File: config.mk
export PLATFORM = sky130hd
export DESIGN_NAME = midi_note_parser_flat
export DESIGN_NICKNAME = d
export VERILOG_FILES = /design/src/rtl/midi_note_parser_if.sv /design/src/rtl/midi_note_parser.sv /design/src/flat_wrapper.sv
export SDC_FILE = /design/constraint.sdc
export NUM_CORES = 1
export LEC_CHECK = 0
export CORE_UTILIZATION = 52
export DETAILED_ROUTE_END_ITERATION = 10
export GPL_TIMING_DRIVEN = 0
export PLACE_DENSITY_LB_ADDON = 0.3
export SLEW_MARGIN = 15
export SYNTH_ARGS = -nofsm -noshare
export SYNTH_HDL_FRONTEND = slang
export SYNTH_SLANG_ARGS = --single-unit
File: constraint.sdc
create_clock -name clk -period 2.2 [get_ports clk]
set_input_delay 0.33 -clock clk [delete_from_list [all_inputs] [get_ports clk]]
set_output_delay 0.33 -clock clk [all_outputs]
set_load 0.03 [all_outputs]
File: src/rtl/midi_note_parser_if.sv
// rtl/midi_note_parser_if.sv - byte-in / command-word-out bundle for the MIDI note parser
interface midi_note_parser_if;
  logic [7:0]  i_byte;
  logic        i_byte_valid;
  logic [15:0] o_data;
  logic        o_valid;

  modport master (
    output i_byte,
    output i_byte_valid,
    input  o_data,
    input  o_valid
  );

  modport slave (
    input  i_byte,
    input  i_byte_valid,
    output o_data,
    output o_valid
  );
endinterface

File: src/rtl/midi_note_parser.sv
// rtl/midi_note_parser.sv - MIDI byte parser producing start/stop note command words
module midi_note_parser #(
  parameter logic [3:0] CHANNEL = 4'd0,
  parameter logic       OMNI    = 1'b0
) (
  input  logic              clk,
  input  logic              reset,
  midi_note_parser_if.slave bus
);
  localparam logic [15:0] STOP_ALL = 16'h7F00;

  typedef enum logic [1:0] {IDLE, DATA1, DATA2} state_e;
  typedef enum logic [2:0] {NOTE_ON, NOTE_OFF, CC, SKIP1, SKIP2} kind_e;

  state_e      state_q;
  kind_e       kind_q;
  logic [6:0]  d1_q;
  logic [15:0] data_q;
  logic        valid_q;

  logic [7:0]  byte_w;
  logic        ch_ok;
  logic        is_sys;
  logic        is_status;
  logic        vel_nz;
  logic        note_ok;
  kind_e       status_kind;

  assign byte_w    = bus.i_byte;
  assign ch_ok     = OMNI || (byte_w[3:0] == CHANNEL);
  assign is_sys    = (byte_w[7:3] == 5'b11110);
  assign is_status = byte_w[7] && (byte_w[7:4] != 4'hF);
  assign vel_nz    = |byte_w[6:0];
  assign note_ok   = (d1_q != 7'h7F);

  // Off-channel note/controller messages still need two data bytes, so they become SKIP2.
  always_comb begin
    status_kind = SKIP2;
    case (byte_w[7:4])
      4'h8:       status_kind = ch_ok ? NOTE_OFF : SKIP2;
      4'h9:       status_kind = ch_ok ? NOTE_ON  : SKIP2;
      4'hB:       status_kind = ch_ok ? CC       : SKIP2;
      4'hC, 4'hD: status_kind = SKIP1;
      default:    status_kind = SKIP2;
    endcase
  end

  always_ff @(posedge clk) begin
    if (reset) begin
      state_q <= IDLE;
      kind_q  <= SKIP2;
      d1_q    <= 7'd0;
      data_q  <= 16'h0000;
      valid_q <= 1'b0;
    end else begin
      valid_q <= 1'b0;
      if (bus.i_byte_valid) begin
        if (is_sys) begin
          state_q <= IDLE;
        end else if (is_status) begin
          state_q <= DATA1;
          kind_q  <= status_kind;
        end else if (!byte_w[7]) begin
          case (state_q)
            DATA1: begin
              if (kind_q != SKIP1) begin
                d1_q    <= byte_w[6:0];
                state_q <= DATA2;
              end
            end
            DATA2: begin
              state_q <= DATA1;
              case (kind_q)
                NOTE_ON, NOTE_OFF: begin
                  if (note_ok) begin
                    data_q  <= {(kind_q == NOTE_ON) && vel_nz, d1_q, byte_w};
                    valid_q <= 1'b1;
                  end
                end
                CC: begin
                  if (d1_q == 7'd123 || d1_q == 7'd120) begin
                    data_q  <= STOP_ALL;
                    valid_q <= 1'b1;
                  end
                end
                default: ;
              endcase
            end
            default: ;
          endcase
        end
      end
    end
  end

  assign bus.o_data  = data_q;
  assign bus.o_valid = valid_q;
endmodule
File: src/flat_wrapper.sv
// flat-port wrapper written by rule: the top's interface ports become plain ports
module midi_note_parser_flat 
#(
  parameter logic [3:0] CHANNEL = 4'd0,
  parameter logic       OMNI    = 1'b0
)
  (clk, reset, bus_i_byte, bus_i_byte_valid, bus_o_data, bus_o_valid);
  midi_note_parser_if bus_i ();
  input  logic clk;
  input  logic reset;
  input wire logic [$bits(bus_i.i_byte)-1:0] bus_i_byte;
  input wire logic [$bits(bus_i.i_byte_valid)-1:0] bus_i_byte_valid;
  output wire logic [$bits(bus_i.o_data)-1:0] bus_o_data;
  output wire logic [$bits(bus_i.o_valid)-1:0] bus_o_valid;
  assign bus_i.i_byte = bus_i_byte;
  assign bus_i.i_byte_valid = bus_i_byte_valid;
  assign bus_o_data = bus_i.o_data;
  assign bus_o_valid = bus_i.o_valid;
  midi_note_parser #(.CHANNEL(CHANNEL), .OMNI(OMNI)) u_core (.clk(clk), .reset(reset), .bus(bus_i));
endmodule
Word-level counts from Yosys, hierarchy flattened:

Index checks and enable logic that the tools add are counted.
Widths: inputs -> output; s select.

* register bits after elaboration: 29
* input port bits: 11
* output and inout bits: 17

* equality and inequality tests: 19
* mux-type cells: 15
* bitwise operators: 5
* reduce and logical (&&, ||, !) cells: 15

Operators by type and width (number)
* $mux 16: 2
* $pmux 16 s2: 1
* $eq 4x4->1 const B: 5
* $eq 7x7->1 const B: 2
* $pmux 3 s4: 1
* $mux 3: 3
* $mux 2: 4
* $reduce_and 8->1: 1
* $ne 7x7->1 const B: 1
* $reduce_or 7->1: 1
* $reduce_and 6->1: 1
* $reduce_or 6->1: 1
* $eq 5x5->1 const B: 1
* $not 1->1: 5
* $logic_not 4->1: 1
* $ne 2x1->1 const B: 2
* $ne 4x1->1 const B: 1
* $ne 4x4->1 const B: 1
* $pmux 2 s2: 1
* $reduce_and 4->1: 1
* $reduce_bool 4->1: 1
* $reduce_or 2->1: 2
* $eq 3x1->1 const B: 1
* $eq 3x2->1 const B: 1
* 11 further kinds: 13

Depth between registers and ports, before layout:

* depth after elaboration: 6
* mapped depth: 7
* mapped depth without buffers: 6

Worst setup path before layout:

No wires, ideal clock.

* path type: register to register
* start point: register u_core.state_q[0]
* end point: register u_core.data_q[10] (netlist: u_core.bus.o_data[10])
* setup time: 0.119 ns
* arrival time: 1.425 ns
* data required time: 2.081 ns
* path slack: 0.656 ns
* cell stages (with the launch flop): 8
* buffers on the path: 1
* path through: dfxtp_1 > inv_1 > ha_1 > nand3b_4 > and4b_4 > or2_1 > buf_6 > o221a_1

* cells in the longest elaborated chain, start to end: 2

Ends and longest elaborated chain
* from (decl): line midi_note_parser.sv:15 `state_e state_q;`
* from (signal assigned): line midi_note_parser.sv:50 `state_q <= IDLE;`
* from (signal assigned): line midi_note_parser.sv:59 `state_q <= IDLE;`
* from (signal assigned): line midi_note_parser.sv:61 `state_q <= DATA1;`
* $eq 2x2->1: line midi_note_parser.sv:64 `case (state_q)`
* $reduce_and 8->1 (no line)
* to (signal assigned): line midi_note_parser.sv:76 `data_q <= {(kind_q == NOTE_ON) && vel_nz, d1_q, byte_w};`
* to (decl): line midi_note_parser.sv:18 `logic [15:0] data_q;`

Every way passes these cells.
A chain may end at the register's enable or synchronous reset.

Worst setup path in the final report:

* start point: register u_core.data_q[14] (netlist: u_core.bus.o_data[14])
* end point: output port bus_o_data[14]

RTL lines
* to (decl): line flat_wrapper.sv:13 `output wire logic [$bits(bus_i.o_data)-1:0] bus_o_data;`

No word-level cell between the ends.

==> metrics.cfg <==
[clock_network]
cts_tree=yes
ctsResizeCount=0
post_cts_buffers=0
cts_made_buffers=3
clock_latency_ps=330
htree_levels=1
root_buffer=clkbuf_4
clockBufferDepth=2
clock_sinks=28
ctsHoldBuffers=0
clk_pin_slew_ps=150

[logic_synthesis]
synth_cell_types=42
syn_inst=126
syn-cell-area_um2=1260
syn_area_per_cell_um2=10.0
yosysSeqAreaShare_pct=44.4
synth_warnings=0
synth.area.top_cells=dfxtp_1 (44%), o221a_1 (6.2%), mux2i_1 (5.6%)
synth-seq-cells=28
synth_top_area_share_pct=44.4
synth_fp_nets=139
yosys.area.top_type=dfxtp_1

[power]
power_frac_comb_pct=8.8
switching_share_pct=21.9
leakage_nw=0.585
intPower_uw=735
power_density_nw_per_um2=599
p_seq_share_pct=55.5
peakVddDrop_mv=0.393
clock_power_share_pct=35.7
switchingPower_uw=206

[cells_and_area]
nFillCells=193
regArea_um2=561
drive_above_1_share_pct=11.2
area.growth.synth_to_final_pct=24.4
multi_input_area_um2=621
antenna_cells=0
nNetsFinal=166

[timing]
hold_violations=0
fmax_mhz=580
fin_crit_ps=1730
finalCritPeriodShare_pct=78.4
final_max_slew_viol_count=0
finalSetupTns_ps=0
worstMarginPinSlew_ps=628
finalClockSkew_ps=3.60
setup_viol=0
max-slew-margin-rel_pct=57.1
whs_ps=331
rsz0062_at_grt=no

[setup_path]
cp.buffers_inverters=1
cp.arrival_ps=1400
slowest_delay_ps=680
critPathMaxFanout=2
worstSetupPathType=flip-flop to output port
path_cells=clkdlybuf4s50_1
worstSetupStartpointType=flip-flop
path_delay_family=buffers and inverters
endpoint_kind=output port
required_ps=1870
cp_slowest_cell=clkdlybuf4s50_1

[grt]
grt_max_degree=17
grt-ovfl-total=0
grt_pass1_wl_um=4860
grt_use_total_pct=25.1
grt_pass1_vias=1063
antenna_found_initial=0

[placement]
hpwl_um=2110
port_buffers=22
place_congestion=0.776

[flow_run]
drv_cap=0

[drt]
via_count=1072
antenna_left=0
first_pass_iters=4
drc=0
totalWireLength_um=2900
routedWlPerCell_um=16.1
drt_iter0_drc=43
viasPerCell=5.96

[floorplanning]
dieHeight_um=51.3
ios=28
rows=17
die_width_um=51.3
die_area_um2=2630
initial_core_util_pct=56.0
coreArea_um2=2250

[min_path]
hp-class=input pin to flip-flop

[outcome]
outcome=finished clean

==> Yosys cell counts, drive strengths merged <==
cell / number
ha: 2
a2111oi: 1
nor4b: 2
o2111a: 1
a21oi: 2
nor2b: 1
dfxtp: 28
nand4b: 1
a2bb2oi: 1
buf: 8
nor2: 11
a221oi: 1
and3: 2
mux2i: 7
clkbuf: 3
xnor2: 1
nand2: 7
and4: 2
or2: 3
and4b: 2
nand3: 1
inv: 4
nand2b: 1
a211oi: 2
nor3: 2
conb: 1
o221a: 7
nor3b: 1
nand3b: 2
a22o: 7
o21ai: 6
nor4: 1
and2: 2
a22oi: 3
==> power by group through the flow <==
stage          sequential (mW)  clock [mW]  combinational (mW)
2_1_floorplan            0.531           0              0.0530
3_3_place_gp             0.532           0              0.0781
3_5_place_dp             0.533           0              0.0814
4_1_cts                  0.522       0.339              0.0820
5_1_grt                  0.524       0.360              0.0915
6_report                 0.522       0.336              0.0829
==> layout by cell type (no fill, tap or decap), drive strengths merged, types with 3 or more instances in the layout <==
cell type	synthesis	final
nand2	7	7
o221a	7	7
a22o	7	7
clkdlybuf4s50	0	22
dfxtp	28	28
clkbuf	3	6
inv	4	4
nor2	11	11
a22oi	3	3
o21ai	6	6
buf	8	8
or2	3	3
mux2i	7	7
==> final cells by class <==
class / count / area share (%)
multi-input cells: 83 / 39.5
clock inverters: 1 / 1.91
inverters: 4 / 0.956
clock buffers: 3 / 1.43
plain buffers: 11 / 4.22
well taps: 28 / 2.23
flip-flops and latches: 28 / 35.7
repair buffers: 22 / 14.0
==> registers in the layout (all words and copies together), names as in the netlist <==
register and flops:
u_core.bus.o_valid 1, u_core.kind_q 3, u_core.bus.o_data 15, u_core.state_q 2, u_core.d1_q 7
==> path summary, 6_finish.rpt <==
path	from	endpoint	slack (ps)	cells past startpoint
worst min-delay path	bus_i_byte[6]	u_core.kind_q[1]	330	3
worst max register to register	u_core.state_q[0]	u_core.bus.o_data[14]	480	7
worst min register to register	u_core.bus.o_data[15]	u_core.bus.o_data[15]	480	2
worst max-delay path	u_core.bus.o_data[14]	bus_o_data[14]	470	1
==> routing by layer <==
metal / wire (um) / global-route usage (%) / up-vias
met5: 0 / 0 / -
met4: 44 / 11.7 / 0
met3: 150 / 2.38 / 6
met2: 1450 / 43.2 / 38
met1: 1250 / 31.3 / 511
li1: - / - / 517
==> kinds of logic (layout without fill, tap and decap cells) <==
kind of cell / count (synthesis) / count (layout) / share of synthesized area [%]
xor+xnor: 1 / 1 / 0.694
other cells: 1 / 1 / 0.297
compound gates: 31 / 31 / 20.6
fa+ha+maj: 2 / 2 / 1.98
mux: 7 / 7 / 5.55
buf+inv: 15 / 41 / 6.44
flops: 28 / 28 / 44.4
simple gates: 41 / 41 / 20.0
==> through the flow <==
step	area (um2)	setup slack (ps)	utilization [%]	total power [mW]	instances
CTS	1570	456	69.6	0.943	180
global placement	1520	311	67.3	0.610	176
floorplan	1260	656	-	0.584	126
detailed placement	1520	272	67.3	0.614	176
global route	1570	395	69.6	0.975	180
finish	1570	474	69.6	0.941	180
No activity file was read; power rests on OpenSTA's default activity.
